===== src/rtl/gprs_pkg.sv =====
// Shared constants and types for the GPR operand-fetch slice.
package gprs_pkg;
   localparam int DATA_W = 16;
   localparam int NREG   = 8;
   localparam int AW     = $clog2(NREG);

   typedef logic [AW-1:0]     reg_idx_t;
   typedef logic [DATA_W-1:0] word_t;

   typedef enum logic {ST_EMPTY, ST_FULL} ostate_t;
endpackage


===== src/rtl/gprs_scoreboard.sv =====
// Pending-writeback scoreboard with two source lookups and one dest lookup.
module gprs_scoreboard #(
   parameter int NREG = 8,
   parameter int AW   = 3
) (
   input  logic          clk,
   input  logic          reset,
   input  logic          set_en,
   input  logic [AW-1:0] set_idx,
   input  logic          clr_en,
   input  logic [AW-1:0] clr_idx,
   input  logic [AW-1:0] rd1_idx,
   input  logic [AW-1:0] rd2_idx,
   input  logic [AW-1:0] ws_idx,
   output logic          busy_rd1,
   output logic          busy_rd2,
   output logic          busy_ws
);
   logic [NREG-1:0] busy;
   logic [NREG-1:0] set_mask;
   logic [NREG-1:0] clr_mask;

   always_comb begin
      set_mask = '0;
      clr_mask = '0;
      if (set_en) set_mask[set_idx] = 1'b1;
      if (clr_en) clr_mask[clr_idx] = 1'b1;
   end

   // set applied after clear so a new writer wins over a retiring one
   always_ff @(posedge clk) begin
      if (reset) busy <= '0;
      else       busy <= (busy & ~clr_mask) | set_mask;
   end

   assign busy_rd1 = busy[rd1_idx];
   assign busy_rd2 = busy[rd2_idx];
   assign busy_ws  = busy[ws_idx];
endmodule


===== src/rtl/gprs_operand_fetch.sv =====
// Operand fetch: RF addressing, writeback bypass, hazard stall, output stage.
module gprs_operand_fetch #(
   parameter int DATA_W = 16,
   parameter int NREG   = 8,
   parameter int AW     = 3
) (
   input  logic              clk,
   input  logic              reset,
   input  logic              dec_valid,
   output logic              dec_ready,
   input  logic [AW-1:0]     dec_rs1,
   input  logic [AW-1:0]     dec_rs2,
   input  logic              dec_use_rs1,
   input  logic              dec_use_rs2,
   input  logic              dec_wr_en,
   input  logic [AW-1:0]     dec_ws,
   output logic [AW-1:0]     rf_rs1,
   output logic [AW-1:0]     rf_rs2,
   input  logic [DATA_W-1:0] rf_rd1,
   input  logic [DATA_W-1:0] rf_rd2,
   output logic              rf_we,
   output logic [AW-1:0]     rf_ws,
   output logic [DATA_W-1:0] rf_wd,
   input  logic              wb_valid,
   input  logic [AW-1:0]     wb_ws,
   input  logic [DATA_W-1:0] wb_data,
   output logic              ex_valid,
   input  logic              ex_ready,
   output logic [DATA_W-1:0] ex_op1,
   output logic [DATA_W-1:0] ex_op2,
   output logic              ex_wr_en,
   output logic [AW-1:0]     ex_ws,
   output logic [15:0]       stall_cnt
);
   import gprs_pkg::*;

   logic              byp1, byp2, byp_ws;
   logic              busy_rs1, busy_rs2, busy_ws;
   logic              raw1, raw2, waw, accept;
   logic [DATA_W-1:0] op1, op2;
   ostate_t           state;

   assign rf_rs1 = dec_rs1;
   assign rf_rs2 = dec_rs2;
   assign rf_we  = wb_valid & ~reset;
   assign rf_ws  = wb_ws;
   assign rf_wd  = wb_data;

   assign byp1   = wb_valid & (wb_ws == dec_rs1);
   assign byp2   = wb_valid & (wb_ws == dec_rs2);
   assign byp_ws = wb_valid & (wb_ws == dec_ws);
   assign op1    = byp1 ? wb_data : rf_rd1;
   assign op2    = byp2 ? wb_data : rf_rd2;

   assign raw1 = dec_use_rs1 & busy_rs1 & ~byp1;
   assign raw2 = dec_use_rs2 & busy_rs2 & ~byp2;
   assign waw  = dec_wr_en & busy_ws & ~byp_ws;

   assign dec_ready = (~ex_valid | ex_ready) & ~raw1 & ~raw2 & ~waw;
   assign accept    = dec_valid & dec_ready;

   gprs_scoreboard #(.NREG(NREG), .AW(AW)) u_sb (
      .clk      (clk),
      .reset    (reset),
      .set_en   (accept & dec_wr_en),
      .set_idx  (dec_ws),
      .clr_en   (wb_valid),
      .clr_idx  (wb_ws),
      .rd1_idx  (dec_rs1),
      .rd2_idx  (dec_rs2),
      .ws_idx   (dec_ws),
      .busy_rd1 (busy_rs1),
      .busy_rd2 (busy_rs2),
      .busy_ws  (busy_ws)
   );

   always_ff @(posedge clk) begin
      if (reset) begin
         state    <= ST_EMPTY;
         ex_valid <= 1'b0;
         ex_op1   <= '0;
         ex_op2   <= '0;
         ex_wr_en <= 1'b0;
         ex_ws    <= '0;
      end else begin
         if (accept) begin
            ex_op1   <= op1;
            ex_op2   <= op2;
            ex_wr_en <= dec_wr_en;
            ex_ws    <= dec_ws;
         end
         unique case (state)
            ST_EMPTY: if (accept) begin
               state    <= ST_FULL;
               ex_valid <= 1'b1;
            end
            ST_FULL: if (!accept && ex_ready) begin
               state    <= ST_EMPTY;
               ex_valid <= 1'b0;
            end
         endcase
      end
   end

   always_ff @(posedge clk) begin
      if (reset)
         stall_cnt <= '0;
      else if (dec_valid && !dec_ready && !(&stall_cnt))
         stall_cnt <= stall_cnt + 16'd1;
   end
endmodule


===== config.mk =====
export PLATFORM = sky130hd
export DESIGN_NAME = gprs_operand_fetch
export DESIGN_NICKNAME = d
export VERILOG_FILES = /design/src/rtl/gprs_pkg.sv /design/src/rtl/gprs_scoreboard.sv /design/src/rtl/gprs_operand_fetch.sv
export SDC_FILE = /design/constraint.sdc
export NUM_CORES = 1
export LEC_CHECK = 0
export ABC_AREA = 1
export CAP_MARGIN = 40
export CELL_PAD_IN_SITES_DETAIL_PLACEMENT = 2
export CELL_PAD_IN_SITES_GLOBAL_PLACEMENT = 2
export CORE_MARGIN = 3
export CORE_UTILIZATION = 22
export CTS_CLUSTER_SIZE = 20
export DETAILED_ROUTE_END_ITERATION = 8
export GPL_ROUTABILITY_DRIVEN = 0
export GPL_TIMING_DRIVEN = 0
export PLACE_DENSITY = 0.88
export SYNTH_ARGS = -nofsm -noshare
export SYNTH_HDL_FRONTEND = slang
export SYNTH_SLANG_ARGS = --single-unit

===== constraint.sdc =====
create_clock -name clk -period 2 [get_ports clk]
set_input_delay 0.2 -clock clk [delete_from_list [all_inputs] [get_ports clk]]
set_output_delay 0.2 -clock clk [all_outputs]
set_load 0.01 [all_outputs]

==> reports/metrics.yaml <==
sta:
  slew_headroom_pct: 64.1
  max_freq_ghz: 0.512
  worst_pin_slew_ns: 0.539
  fin_crit_sh_pct: 97.6
  skew_ns: 0.00627
  period_needed_ns: 1.95
  hold_viol: 0
  setup_viol: 0
  slew_violations: 0
  setup_ws_ns: 0.0487
floorplanning:
  core_area_sq_mm: 0.0161
  dieHeight_um: 135
  placement_rows: 46
  boundaryPins: 148
  start_util_pct: 22.8
  die-area_sq_mm: 0.0183
  die_w_um: 135
clock_tree:
  cts_buffers: 9
  clkSinkCount: 62
  cts-htree-levels: 3
  clk_path_buf_depth: 2
  clkLatencyLatePin_ns: 0.34
  clkTransAtPathRegs_ns: 0.05
  tritoncts: "yes"
  clock-root-buffer: "clkbuf_16"
global_routing:
  grt_overflow_total: 0
  antenna_found_initial: 0
  grt_pass1_wl_mm: 27.9
  first_global_vias: 5169
  grt_max_degree: 11
  grt_usage_pct: 19.7
synthesis:
  yosysWarnings: 0
  synth_cell_types: 23
  synth.cell_area_sq_mm: 0.00367
  ys_seq_elements: 62
  syn_inst: 582
  synth_ff_type: "dfxtp_1"
  avgSynthCellArea_sq_um: 6.31
  synth_top_area_share_pct: 33.8
  synthArstFlopShare_pct: 0
  synth_edf_count: 0
  yosysTopAreaCell: "dfxtp_1"
  synthTopCellsByArea: "dfxtp_1 (34%), nand2_1 (14%), nor2_1 (9.1%)"
  synth_seq_area_share_pct: 33.8
  syn-num-nets: 651
final_layout:
  multi_input_area_sq_mm: 0.00191
  finalNonFillerCells: 963
  syn2layout_area_growth_pct: 56.4
  nets: 812
  regArea_sq_mm: 0.00125
  diodes: 0
  n_fill_cell: 1935
  final_cell_mix: "nand2_1 (134), clkdlybuf4s50_1 (130), nor2_1 (88)"
  layout_commonest_cell: "nand2_1"
  drive_above_1_share_pct: 12.9
detailed_routing:
  drc_errors: 0
  drtIter0Drc: 179
  vias: 4531
  drtPass1Iterations: 4
  viasPerCell: 4.71
  wl_per_cell_um: 18.4
  wirelength_mm: 17.7
  drtAntennaViolNets: 0
pwr:
  pwr-share-comb_pct: 24.9
  peakVddDrop_mv: 0.406
  cellInternalPower_mw: 2.79
  power.density_mw_per_mm2: 686
  power.switching_mw: 1.16
  seqPwrFrac_pct: 35.2
  p_leak_nw: 2.46
  clockPowerShare_pct: 39.9
  switching_share_pct: 29.3
outcome:
  outcome: "completed"
placement:
  dp_slack_ns: -0.755
  port_buffers: 142
  place_inst: 940
  dpl.hpwl_mm: 13.6
worst_hold_path:
  hp-class: "input pin to flop"
  hold_depth: 2
setup_path:
  arrival_ns: 1.75
  reg2regPathDepth: 13
  crit_required_ns: 1.80
  critPathMaxFanout: 4
  end_kind: "primary output"
  critPathKind: "flop to primary output"
  critPathLaunchType: "flop"
run:
  cap_violations: 0
==> timing repair <==
action                                  in CTS  in global routing
hold buffers                                 0                  0
gates resized for setup                     26                 25
setup buffers                                6                  2
cloned                                       0                  0
pin swaps                                    4                  2
endpoints found under the setup margin      53                 54
==> cells by family (layout without fill, tap and decap cells) <==
family	after synthesis	after routing	synth area share, %
and+or+nand+nor	291	291	33.4
buffers and inverters	111	276	15.2
AOI/OAI and AO/OA	104	104	14.2
DFF	62	62	33.8
xor gates and xnor gates	13	13	3.10
adders and majority gates	1	1	0.341
==> per-layer routing <==
metal / vias to the layer above / global-route usage, % / wire length (um) / part of all wire [%]
met1: 2192 / 21.9 / 7280 / 41
met2: 143 / 35.8 / 8950 / 51
li1: 2171 / - / - / -
met5: - / 0 / 0 / 0
met3: 25 / 5.24 / 1080 / 6.1
met4: 0 / 7.33 / 411 / 2.3
==> cell usage after synthesis (3+ instances only) <==
master	instances
inv_2	7
a21oi_1	27
o21ai_1	20
xor2_1	7
nor3_1	11
nand2_1	135
buf_4	28
inv_1	48
o21ai_0	57
buf_2	6
xnor2_1	6
nor2_2	3
dfxtp_1	62
nor2_1	89
nand4_1	23
buf_6	4
clkbuf_1	17
nand3_1	25
==> worst max-delay path, stage by stage (launching register included) <==
cell and delay (ns):
dfxtp_2 0.36, nand2_1 0.09, nand3_1 0.07, nand3_1 0.09
nand2_1 0.05, nand2_1 0.12, nand2_1 0.11, nor2_2 0.17
buf_6 0.12, clkdlybuf4s15_2 0.22
==> through the flow <==
stage / util [%] / area, sq um / hold slack, ns / power (mW) / TNS, ns
after floorplan: - / 3670 / 0.384 / 1.83 / 0
after CTS: 35.5 / 5730 / 0.204 / 3.99 / 0
after global placement: 33.3 / 5370 / 0.451 / 2.34 / -21.39
after global routing: 35.7 / 5750 / 0.263 / 4.14 / -0.0202
final: 35.7 / 5750 / 0.228 / 3.94 / 0
after detailed placement: 33.3 / 5370 / 0.472 / 2.38 / -27.13
==> flip-flops by register name (all words and copies together), names as in the netlist <==
register and count:
state 1, u_sb.busy 8, ex_wr_en 1, ex_op2 16, ex_valid 1, ex_op1 16
ex_ws 3, stall_cnt 16
==> final cells by class <==
cell class	instances	share of cell area (%)
clock buffer	11	4.22
timing repair buffer	150	25.3
clock inverter	4	0.828
multi-input combinational	409	33.2
tap	216	4.70
buffer	56	6.40
inverter	55	3.64
sequential	62	21.8
==> worst paths after layout <==
kind / slack, ns / start / end
hold / removal: 0.23 / reset / u_sb.busy[3]
setup reg to reg: 0.09 / u_sb.busy[0] / ex_op2[7]
hold reg to reg: 0.48 / state / state
setup / recovery: 0.05 / u_sb.busy[0] / dec_ready
==> power groups by stage <==
stage                     clock [mW]  combinational (mW)  sequential, mW
after CTS                       1.61               0.994            1.39
after global routing            1.66                1.08            1.40
after global placement             0               0.930            1.41
after floorplan                    0               0.402            1.43
after detailed placement           0               0.970            1.41
final                           1.57               0.981            1.39
(Power assumes the default switching activity.)
